File: src/rtl/dmem_lsu.sv
// dmem_lsu: single-outstanding load/store unit with read-modify-write for sub-doubleword stores.
// Build option DMEM_LSU_MISALIGN_TRAP_EN: defined rejects misaligned requests, undefined force-aligns them.

module dmem_lsu #(
  parameter int DMEM_ADDR_WIDTH = 10
) (
  input  logic                       clk_i,
  input  logic                       reset_i,
  input  logic                       req_valid_i,
  output logic                       req_ready_o,
  input  logic                       req_we_i,
  input  logic [2:0]                 req_funct3_i,
  input  logic [DMEM_ADDR_WIDTH-1:0] req_addr_i,
  input  logic [63:0]                req_wdata_i,
  output logic                       resp_valid_o,
  input  logic                       resp_ready_i,
  output logic [63:0]                resp_rdata_o,
  output logic                       resp_err_o,
  output logic [DMEM_ADDR_WIDTH-1:0] mem_addr_o,
  output logic [63:0]                mem_din_o,
  output logic                       mem_read_o,
  output logic                       mem_write_o,
  input  logic [63:0]                mem_dout_i
);

  localparam logic [1:0] ST_IDLE   = 2'd0;
  localparam logic [1:0] ST_ACCESS = 2'd1;
  localparam logic [1:0] ST_WRITE  = 2'd2;
  localparam logic [1:0] ST_RESP   = 2'd3;

  function automatic logic f3_illegal(input logic we, input logic [2:0] f3);
    logic bad;
    if (we) begin
      bad = f3[2];
    end else begin
      bad = (f3 == 3'b111);
    end
    return bad;
  endfunction

`ifdef DMEM_LSU_MISALIGN_TRAP_EN
  function automatic logic misaligned(input logic [2:0] f3, input logic [2:0] lo);
    logic mis;
    case (f3[1:0])
      2'b01:   mis = lo[0];
      2'b10:   mis = |lo[1:0];
      2'b11:   mis = |lo;
      default: mis = 1'b0;
    endcase
    return mis;
  endfunction
`else
  function automatic logic [DMEM_ADDR_WIDTH-1:0] force_align(input logic [2:0] f3,
                                                            input logic [DMEM_ADDR_WIDTH-1:0] addr);
    logic [DMEM_ADDR_WIDTH-1:0] a;
    a = addr;
    case (f3[1:0])
      2'b01:   a[0]   = 1'b0;
      2'b10:   a[1:0] = 2'b00;
      2'b11:   a[2:0] = 3'b000;
      default: a      = addr;
    endcase
    return a;
  endfunction
`endif

  function automatic logic [63:0] load_extend(input logic [2:0] f3, input logic [63:0] dout,
                                              input logic [2:0] off);
    logic [63:0] sh;
    logic [63:0] res;
    sh = dout >> {off, 3'b000};
    case (f3)
      3'b000:  res = {{56{sh[7]}}, sh[7:0]};
      3'b001:  res = {{48{sh[15]}}, sh[15:0]};
      3'b010:  res = {{32{sh[31]}}, sh[31:0]};
      3'b011:  res = dout;
      3'b100:  res = {56'd0, sh[7:0]};
      3'b101:  res = {48'd0, sh[15:0]};
      3'b110:  res = {32'd0, sh[31:0]};
      default: res = 64'd0;
    endcase
    return res;
  endfunction

  function automatic logic [63:0] store_merge(input logic [2:0] f3, input logic [63:0] dout,
                                              input logic [63:0] wdata, input logic [2:0] off);
    logic [63:0] base;
    logic [5:0]  amt;
    amt = {off, 3'b000};
    case (f3[1:0])
      2'b00:   base = 64'h0000_0000_0000_00FF;
      2'b01:   base = 64'h0000_0000_0000_FFFF;
      2'b10:   base = 64'h0000_0000_FFFF_FFFF;
      default: base = 64'hFFFF_FFFF_FFFF_FFFF;
    endcase
    return (dout & ~(base << amt)) | ((wdata & base) << amt);
  endfunction

  logic [1:0]                 state_q, state_d;
  logic                       we_q, we_d;
  logic [2:0]                 funct3_q, funct3_d;
  logic [DMEM_ADDR_WIDTH-1:0] addr_q, addr_d;
  logic [63:0]                wdata_q, wdata_d;
  logic [63:0]                merged_q, merged_d;
  logic [63:0]                rdata_q, rdata_d;
  logic                       err_q, err_d;

  logic                       req_err_s;
  logic [DMEM_ADDR_WIDTH-1:0] req_addr_s;
  logic                       is_sd_s;
  logic [DMEM_ADDR_WIDTH-1:0] dw_addr_s;

  always_comb begin
`ifdef DMEM_LSU_MISALIGN_TRAP_EN
    req_err_s  = f3_illegal(req_we_i, req_funct3_i) | misaligned(req_funct3_i, req_addr_i[2:0]);
    req_addr_s = req_addr_i;
`else
    req_err_s  = f3_illegal(req_we_i, req_funct3_i);
    req_addr_s = force_align(req_funct3_i, req_addr_i);
`endif
    is_sd_s   = we_q && (funct3_q[1:0] == 2'b11);
    dw_addr_s = {addr_q[DMEM_ADDR_WIDTH-1:3], 3'b000};
  end

  always_comb begin
    state_d  = state_q;
    we_d     = we_q;
    funct3_d = funct3_q;
    addr_d   = addr_q;
    wdata_d  = wdata_q;
    merged_d = merged_q;
    rdata_d  = rdata_q;
    err_d    = err_q;
    case (state_q)
      ST_IDLE: begin
        if (req_valid_i) begin
          we_d     = req_we_i;
          funct3_d = req_funct3_i;
          addr_d   = req_addr_s;
          wdata_d  = req_wdata_i;
          rdata_d  = 64'd0;
          err_d    = req_err_s;
          state_d  = req_err_s ? ST_RESP : ST_ACCESS;
        end else begin
          state_d = ST_IDLE;
        end
      end
      ST_ACCESS: begin
        if (!we_q) begin
          rdata_d = load_extend(funct3_q, mem_dout_i, addr_q[2:0]);
          state_d = ST_RESP;
        end else if (is_sd_s) begin
          state_d = ST_RESP;
        end else begin
          merged_d = store_merge(funct3_q, mem_dout_i, wdata_q, addr_q[2:0]);
          state_d  = ST_WRITE;
        end
      end
      ST_WRITE: state_d = ST_RESP;
      ST_RESP: begin
        if (resp_ready_i) begin
          state_d = ST_IDLE;
        end else begin
          state_d = ST_RESP;
        end
      end
      default: state_d = ST_IDLE;
    endcase
  end

  always_ff @(posedge clk_i) begin
    if (reset_i) begin
      state_q  <= ST_IDLE;
      we_q     <= 1'b0;
      funct3_q <= 3'd0;
      addr_q   <= {DMEM_ADDR_WIDTH{1'b0}};
      wdata_q  <= 64'd0;
      merged_q <= 64'd0;
      rdata_q  <= 64'd0;
      err_q    <= 1'b0;
    end else begin
      state_q  <= state_d;
      we_q     <= we_d;
      funct3_q <= funct3_d;
      addr_q   <= addr_d;
      wdata_q  <= wdata_d;
      merged_q <= merged_d;
      rdata_q  <= rdata_d;
      err_q    <= err_d;
    end
  end

  // Memory pins are pure state decode, so a write in flight at reset still reaches the memory.
  always_comb begin
    req_ready_o  = (state_q == ST_IDLE) && !reset_i;
    resp_valid_o = (state_q == ST_RESP);
    resp_rdata_o = rdata_q;
    resp_err_o   = err_q;
    mem_addr_o   = {DMEM_ADDR_WIDTH{1'b0}};
    mem_din_o    = 64'd0;
    mem_read_o   = 1'b0;
    mem_write_o  = 1'b0;
    case (state_q)
      ST_ACCESS: begin
        mem_addr_o = dw_addr_s;
        if (is_sd_s) begin
          mem_write_o = 1'b1;
          mem_din_o   = wdata_q;
        end else begin
          mem_read_o = 1'b1;
        end
      end
      ST_WRITE: begin
        mem_addr_o  = dw_addr_s;
        mem_write_o = 1'b1;
        mem_din_o   = merged_q;
      end
      default: begin
        mem_addr_o = {DMEM_ADDR_WIDTH{1'b0}};
      end
    endcase
  end

endmodule

File: config.mk
export PLATFORM = sky130hd
export DESIGN_NAME = dmem_lsu
export DESIGN_NICKNAME = d
export VERILOG_FILES = /design/src/rtl/dmem_lsu.sv
export SDC_FILE = /design/constraint.sdc
export NUM_CORES = 1
export LEC_CHECK = 0
export BUFFER_PORTS_ARGS = -buffer_cell sky130_fd_sc_hd__buf_2
export CAP_MARGIN = 40
export CORE_MARGIN = 3
export CORE_UTILIZATION = 50
export CTS_CLUSTER_SIZE = 20
export DETAILED_ROUTE_END_ITERATION = 7
export PLACE_DENSITY = 0.74
export SYNTH_ARGS = -nofsm -noshare
export SYNTH_HDL_FRONTEND = slang
export SYNTH_SLANG_ARGS = --single-unit
File: constraint.sdc
create_clock -name clk_i -period 3 [get_ports clk_i]
set_input_delay 0.15 -clock clk_i [delete_from_list [all_inputs] [get_ports clk_i]]
set_output_delay 0.15 -clock clk_i [all_outputs]
set_load 0.03 [all_outputs]
### After elaboration in Yosys (flattened, before gate mapping)

Index checks and enable logic that the tools add are counted.

* mux-type cells: 25
* reduce and logical (&&, ||, !) cells: 13
* equality and inequality tests: 18
* shifts and indexed selects: 3
* bitwise gates (word level): 5

Operators with widths (count)
* $pmux W64 S7: 1
* $mux W64: 6
* $pmux W64 S2: 2
* $pmux W64 S3: 1
* $and A64 B64 Y64: 2
* $shl A64 B6 Y64: 2
* $not A64 Y64: 1
* $or A64 B64 Y64: 1
* $shr A64 B6 Y32: 1
* $eq A2 B2 Y1 const B: 6
* $eq A3 B3 Y1 const B: 4
* $mux W10: 1
* $mux W1: 9
* $pmux W2 S4: 1
* $eq A2 B1 Y1 const B: 3
* $eq A3 B2 Y1 const B: 2
* $mux W2: 3
* $reduce_and A3 Y1: 2
* $logic_not A2 Y1: 2
* $ne A2 B2 Y1 const B: 2
* $reduce_or A2 Y1: 2
* $eq A3 B1 Y1 const B: 1
* $logic_not A3 Y1: 1
* $reduce_or A3 Y1: 1
* other kinds (6): 7

* input port bits: 146
* register bits after elaboration: 209
* output and inout bits: 143
* logic and storage cells: 72

### Depth between registers and ports, before layout

Gate-level depths: netlist of the first run.

* word-level depth: 9
* depth in mapped cells: 10
* depth with buffers taken out: 7

### Worst setup path after synthesis of the first run

No wires, ideal clock.

* kind: register -> output
* start: register state_q[1]
* end: output port mem_din_o[24]
* data arrival time: 1929 ps
* path buffers: 2
* path slack: 921 ps
* stages on the path, launching flop included: 9
* data required time: 2850 ps
* path through: dfxtp_1 -> inv_1 -> ha_1 -> nand2_1 -> nor2_1 -> clkbuf_1 -> buf_1 -> a22oi_1 -> nor2b_1

* word-level cells in the longest chain between the ends: 2
* elaborated cells on any way between the ends: 3
* those cells by class: 2 x eq/ne; 1 x mux

Ends and longest elaborated chain
* start: declaration: line 99 `logic [1:0] state_q, state_d;`
* start signal: assignment: line 182 `state_q <= state_d;`
* $eq A2 B2 Y1 / $eq A2 B1 Y1 (equally long branches): line 203 `case (state_q)`
* $pmux W64 S2 *: line 203
* end: declaration: line 20 `output logic [63:0] mem_din_o,`

Every way passes the cells marked *; elsewhere a longest branch is shown, timed or not.

### Final worst setup path of the first run

* start: register state_q[1]
* end: output port mem_din_o[53]

Same word-level chain as after synthesis.

==> out/qor.log, run 1 <==
INFO  finish         diodes=0
INFO  global_route   gr-usage-all-layers=38.2%
INFO  finish         flow.area_growth_from_synthesis=27.2%
INFO  timing         timing.final.crit_share=84.5%
INFO  synth          synth.lib_cells_used.distinct=63
INFO  timing         fin_ws=466ps
INFO  synth          synth_mux_area_share=7.27%
INFO  synth          synth_adder_area_share=0.412%
INFO  finish         drive_gt1_share=23.4%
INFO  die            floorplan.initialDensity=51.3%
INFO  placed_design  port_buffers=285
INFO  die            die_area=26200µm²
INFO  setup_path     worst-r2r-cell-count=7
INFO  timing         hold_viol=0
INFO  routing        firstDrtPassIters=8
INFO  power_and_ir_drop combinationalPowerShare=21.4%
INFO  finish         most_common_cell_after_layout_fill_and_taps_aside=sky130_fd_sc_hd__buf_2
INFO  timing         tightest_slew=836ps
INFO  power_and_ir_drop power.density_cell_area=496nW/µm²
INFO  power_and_ir_drop power_frac_seq=40.1%
INFO  min_path       holdPathEnd=resp_rdata_o[28]
INFO  die            io_pins=289
INFO  timing         timing_max_transition_violations_final=0
INFO  timing         finalSetupViolCount=0
INFO  clock_network  cts_buffers=23
INFO  global_route   grt_first_pass_wirelength=78900µm
INFO  synth          synthesis.yosys.warnings=0
INFO  timing         finClkSkew=8.72ps
INFO  setup_path     reg2reg_to=resp_rdata_o[44]
INFO  synth          post_synth_xor_area_fraction=0.0720%
INFO  synth          synthCells=1552
INFO  setup_path     setup.reg_to_reg.worst_slack=530ps
INFO  clock_network  clock_tree_buffer_depth=3
INFO  timing         max-slew-margin-rel=43.7%
INFO  die            core_region_area=23700µm²
INFO  synth          netlist_area=12200µm²
INFO  synth          synth_top_family_by_area=compound AO/OA/AOI/OAI gates
INFO  min_path       hold_path.class=input pin to flip-flop
INFO  job            timing.max_cap.violations=0
INFO  setup_path     worst_ep_arrival_time=2380ps
INFO  routing        detailedRoute.firstIterationViolations=2084
INFO  setup_path     cp-end-kind=output port
INFO  power_and_ir_drop cell_internal_pwr=5.28mW
INFO  routing        route.final.wire_length=52900µm
INFO  setup_path     crit-reg2reg-launch=addr_q[2]
INFO  timing         grt_setup_unrepaired=false
INFO  finish         mostFrequentLayoutCells=284 x sky130_fd_sc_hd__buf_2, 256 x sky130_fd_sc_hd__nand2_1, 206 x sky130_fd_sc_hd__dfxtp_1
INFO  placed_design  gp_routability_congestion=1.05
INFO  placed_design  place_ws=546ps
INFO  clock_network  clkTransAtPathRegs=70ps
INFO  power_and_ir_drop p_sw=2.39mW
INFO  synth          postSynthRegisterBits=209
INFO  synth          synthArstFlopShare=0%
INFO  clock_network  clock_tree.root_cell=sky130_fd_sc_hd__clkbuf_16
INFO  die            num_rows=56
INFO  die            floorplan.die.height=162µm
INFO  routing        vias=14000
INFO  routing        post-route-drc-count=0
INFO  finish         final_nets=1987
INFO  placed_design  hpwl=37400µm
INFO  synth          synth_sequential_area_ratio=34.4%
INFO  clock_network  clkSinkCount=209
INFO  min_path       hold_path_depth=3
INFO  global_route   antenna_found_initial=2
INFO  global_route   grt_overflow_total=0
INFO  synth          fraction_of_the_mapped_netlist_area_in_compound_gates=32.5%
INFO  timing         setup_tns=0ps
INFO  setup_path     worstSetupPathType=flip-flop to output port
INFO  power_and_ir_drop peakVddDrop=0.542mV
INFO  clock_network  postCtsHoldBufs=80
INFO  routing        drt-vias-per-instance=6.46
INFO  synth          synth_simple_gate_area_share=18.8%
INFO  setup_path     cp_max_fo=65
INFO  routing        final_antenna_net_count=0
INFO  setup_path     timing.critical_path.required=2850ps
INFO  die            die_width=162µm
INFO  clock_network  cts-htree-levels=1
INFO  synth          synth-edff-count=0
INFO  synth          synth_flop_cell=sky130_fd_sc_hd__dfxtp_1
INFO  placed_design  detailed_place.area=13900µm²
INFO  routing        avgRoutedWirePerCell=24.4µm
INFO  finish         fin_area=15500µm²
INFO  clock_network  insertion_delay=520ps
INFO  timing         max_clock_freq=395MHz
INFO  timing         final_period_minus_worst_setup_slack=2530ps
INFO  setup_path     startpoint_types=flip-flop
INFO  power_and_ir_drop sw_frac_of_total=31.2%
INFO  power_and_ir_drop power.share.clock=38.5%
INFO  clock_network  cts_repair_resize_count=0
INFO  min_path       hold_path.startpoint=mem_dout_i[60]
INFO  synth          avgSynthCellArea=7.83µm²
INFO  run_status     run_status=finished, final reports clean
INFO  clock_network  post_cts_buffers=0
INFO  power_and_ir_drop static-leakage-power=5.91nW
INFO  clock_network  cts_tree=built
INFO  global_route   largest_net_degree_at_the_start_of_global_routing=139
INFO  global_route   via_count_of_the_first_global_routing_pass=13000
INFO  finish         n_fill_cell=2074
## cell families after synthesis
logic type               count (synthesis)
AO/OA/AOI/OAI                          579
XOR/XNOR                                 1
adder cells (fa/ha/maj)                  4
buffers and inverters                  186
flip-flops                             209
multiplexers                            66
other                                    1
AND/OR/NAND/NOR                        506
## cells in the mapped netlist, types with 21 or more instances
| master | number | area (µm²) |
|---|---|---|
| sky130_fd_sc_hd__nor2b_1 | 70 | 438 |
| sky130_fd_sc_hd__a311oi_1 | 24 | 210 |
| sky130_fd_sc_hd__clkbuf_1 | 116 | 435 |
| sky130_fd_sc_hd__o21ai_0 | 71 | 355 |
| sky130_fd_sc_hd__nand2_1 | 257 | 965 |
| sky130_fd_sc_hd__nor2_1 | 85 | 319 |
| sky130_fd_sc_hd__a22oi_1 | 109 | 818 |
| sky130_fd_sc_hd__a21oi_1 | 172 | 861 |
| sky130_fd_sc_hd__a211oi_1 | 61 | 458 |
| sky130_fd_sc_hd__dfxtp_1 | 209 | 4180 |
| sky130_fd_sc_hd__nor3_1 | 42 | 210 |
| sky130_fd_sc_hd__mux2i_1 | 41 | 410 |
| sky130_fd_sc_hd__buf_2 | 21 | 105 |
| sky130_fd_sc_hd__a221oi_1 | 24 | 210 |
| sky130_fd_sc_hd__inv_1 | 24 | 90.1 |
## critical path, stage by stage, from the launching register on
cell	delay, ps
sky130_fd_sc_hd__dfxtp_1	330
sky130_fd_sc_hd__inv_1	80
sky130_fd_sc_hd__ha_1	240
sky130_fd_sc_hd__nand2_1	200
sky130_fd_sc_hd__nor2_4	150
sky130_fd_sc_hd__buf_12	260
sky130_fd_sc_hd__a22oi_1	130
sky130_fd_sc_hd__nor2b_1	170
sky130_fd_sc_hd__buf_2	230
## final cells by class
cell class | instances | area (µm²) | area share (%)
clock buffer | 32 | 691 | 4.47
clock inverter | 9 | 98.8 | 0.639
inverter | 26 | 97.6 | 0.631
multi-input combinational | 1159 | 7240 | 46.8
sequential | 209 | 4190 | 27.1
tap | 319 | 399 | 2.58
timing repair buffer | 418 | 2740 | 17.7
## per-stage QoR
stage	utilization (%)	hold slack, ps	power (mW)	instances
after floorplan	-	286	4.01	1554
after detailed placement	58.6	398	4.63	2051
final	65.3	15.2	7.67	2172
after global routing	65.3	28.5	7.91	2172
after global placement	58.5	391	4.61	2050
after CTS	65.3	4.91	7.63	2172
## power by group through the flow
| stage | logic, mW | registers, mW | clock network, mW |
|---|---|---|---|
| 2_1_floorplan | 0.896 | 3.12 | 0 |
| 3_3_place_gp | 1.49 | 3.13 | 0 |
| 3_5_place_dp | 1.50 | 3.13 | 0 |
| 4_1_cts | 1.59 | 3.07 | 2.98 |
| 5_1_grt | 1.74 | 3.09 | 3.08 |
| 6_report | 1.64 | 3.08 | 2.95 |
## state kept, by name, summed over array words and instances (netlist names)
| name | count |
|---|---|
| funct3_q | 3 |
| wdata_q | 64 |
| state_q | 2 |
| addr_q | 10 |
| resp_err_o | 1 |
| we_q | 1 |
| merged_q | 64 |
| resp_rdata_o | 64 |
## per-layer routing
metal	wire, µm	track usage, %	up-vias	share of wire (%)
li1	-	-	6266	-
met1	21400	52.3	6684	40
met2	23200	59.8	937	44
met3	6170	9.90	147	12
met4	2100	10.9	4	4.0
met5	22	0	-	0.042
## worst max-delay path by stage
stage / from / end / slack (ps)
after floorplan: state_q[1] / mem_din_o[24] / 920
final: state_q[1] / mem_din_o[53] / 470
after CTS: state_q[1] / mem_din_o[30] / 500
after detailed placement: state_q[1] / resp_rdata_o[44] / 550
after global placement: addr_q[2] / resp_rdata_o[62] / 600
after global routing: state_q[1] / resp_rdata_o[44] / 340
Power figures use the tool's default switching activity.
==> run 2: changes to the inputs <==
Clock period 3 ns to 2.35 ns, I/O delays scaled along.
==> out/qor.log, run 2 (synthesis results as in run 1) <==
INFO  global_route   antenna_found_initial=7
INFO  finish         finish.cell_count_without_fillers=2230
INFO  routing        detailedRoute.firstIterationViolations=2188
INFO  placed_design  gp_routability_congestion=1.08
INFO  finish         flow.area_growth_from_synthesis=33.8%
INFO  timing         finClkSkew=11.5ps
INFO  global_route   gr-usage-all-layers=38.1%
INFO  timing         setup_tns=0ps
INFO  setup_path     cp_top_family=buffers and inverters
INFO  routing        final_antenna_net_count=0
INFO  finish         n_fill_cell=1939
INFO  setup_path     cp-end-kind=output port
INFO  routing        route.final.wire_length=54000µm
INFO  timing         tightest_slew=716ps
INFO  clock_network  clock_tree_buffer_depth=3
INFO  global_route   largest_net_degree_at_the_start_of_global_routing=139
INFO  setup_path     cpPeakStageDelay=350ps
INFO  die            die_width=162µm
INFO  timing         max_clock_freq=432MHz
INFO  run_status     run_status=finished, final reports clean
INFO  finish         fin_area=16300µm²
INFO  setup_path     cpMaxStageDelayCell=sky130_fd_sc_hd__dfxtp_4
INFO  placed_design  place_ws=152ps
INFO  global_route   grt_overflow_total=0
INFO  die            floorplan.initialDensity=51.3%
INFO  power_and_ir_drop power.density_cell_area=612nW/µm²
INFO  setup_path     worst_ep_arrival_time=2200ps
INFO  timing         finalSetupViolCount=0
INFO  clock_network  clkTransAtPathRegs=60ps
INFO  setup_path     timing.critical_path.required=2230ps
INFO  clock_network  cts_tree=built
INFO  setup_path     cp_max_fo=8
INFO  routing        vias=14400
INFO  timing         timing_max_transition_violations_final=0
INFO  clock_network  clkSinkCount=209
INFO  die            io_pins=289
INFO  setup_path     startpoint_types=flip-flop
INFO  placed_design  port_buffers=285
INFO  global_route   grt_first_pass_wirelength=78900µm
INFO  die            core_region_area=23700µm²
INFO  job            timing.max_cap.violations=0
INFO  finish         final_nets=2045
INFO  setup_path     cp_num_buf_inv=5
INFO  clock_network  clock_tree.root_cell=sky130_fd_sc_hd__clkbuf_16
INFO  finish         mostFrequentLayoutCells=254 x sky130_fd_sc_hd__nand2_1, 252 x sky130_fd_sc_hd__buf_2, 203 x sky130_fd_sc_hd__dfxtp_1
INFO  power_and_ir_drop static-leakage-power=6.26nW
INFO  timing         final_period_minus_worst_setup_slack=2320ps
INFO  routing        firstDrtPassIters=7
INFO  min_path       hold_path.class=input pin to flip-flop
INFO  power_and_ir_drop post-layout-total-power=9.96mW
INFO  die            floorplan.die.height=162µm
INFO  finish         diodes=0
INFO  global_route   via_count_of_the_first_global_routing_pass=13200
INFO  placed_design  detailed_place.area=14200µm²
INFO  routing        drt-vias-per-instance=6.45
INFO  finish         finish.utilization=68.7%
INFO  timing         hold_viol=0
INFO  routing        post-route-drc-count=0
INFO  finish         most_common_cell_after_layout_fill_and_taps_aside=sky130_fd_sc_hd__nand2_1
INFO  timing         whs=14.2ps
INFO  die            num_rows=56
INFO  placed_design  hpwl=36800µm
INFO  routing        avgRoutedWirePerCell=24.2µm
INFO  timing         timing.final.crit_share=98.6%
INFO  finish         combined_area_of_the_multi_input_logic_cells=7270µm²
INFO  placed_design  placedCellCount=2089
INFO  timing         max-slew-margin-rel=52.1%
INFO  clock_network  cts_buffers=23
INFO  finish         drive_gt1_share=25.9%
INFO  power_and_ir_drop peakVddDrop=0.545mV
INFO  die            die_area=26200µm²
INFO  clock_network  cts-htree-levels=1
INFO  finish         regArea=4200µm²
INFO  setup_path     path_cells=inv_4 > ha_4 > nand2_2 > buf_6 > nor2_4 > buf_12 > clkbuf_16 > a22oi_1 > nor2b_1 > buf_2
INFO  clock_network  insertion_delay=510ps
INFO  timing         fin_ws=33.6ps
INFO  setup_path     worstSetupPathType=flip-flop to output port
run 2: tightest hold or removal path, delay by kind of cell:
kind / cells / cell delay, ps
buffers and inverters: 1 / 140
multiplexers: 1 / 130
AO/OA/AOI/OAI: 1 / 90
run 2: cell type report:
| class | count | area share (%) |
|---|---|---|
| sequential | 209 | 25.8 |
| timing repair buffer | 476 | 21.5 |
| multi-input combinational | 1159 | 44.7 |
| clock buffer | 31 | 4.09 |
| tap | 319 | 2.45 |
| clock inverter | 10 | 0.800 |
| inverter | 26 | 0.615 |
run 2: repair_timing:
| item | 4_1_cts | 5_1_grt |
|---|---|---|
| gates resized for setup | 19 | 49 |
| hold buffers | 86 | 0 |
| pin swaps | 1 | 3 |
| cloned | 2 | 5 |
| setup endpoints to repair | 64 | 66 |
| endpoints found under the hold margin | 88 | 0 |
| buffers inserted | 1 | 6 |
run 2: power by group:
part | total [mW] | internal [mW] | switching [mW]
logic | 2.24 | 0.842 | 1.40
clock network | 3.81 | 2.31 | 1.50
registers | 3.91 | 3.72 | 0.189
total | 9.96 | 6.87 | 3.09
run 2: worst paths after layout:
| kind | startpoint | to | slack, ps | cells past startpoint |
|---|---|---|---|---|
| worst max register to register | state_q[0] | resp_rdata_o[62] | 100 | 7 |
| worst min register to register | addr_q[4] | addr_q[4] | 450 | 2 |
| worst min-delay path | mem_dout_i[1] | merged_q[1] | 10 | 3 |
| worst max-delay path | state_q[1] | mem_din_o[51] | 30 | 10 |
run 2: per-layer routing:
layer	wire length, µm	vias up	track usage [%]
li1	-	6390	-
met1	21600	6821	52.6
met2	23600	989	58.5
met3	6620	165	9.41
met4	2030	14	13.1
met5	95	-	0
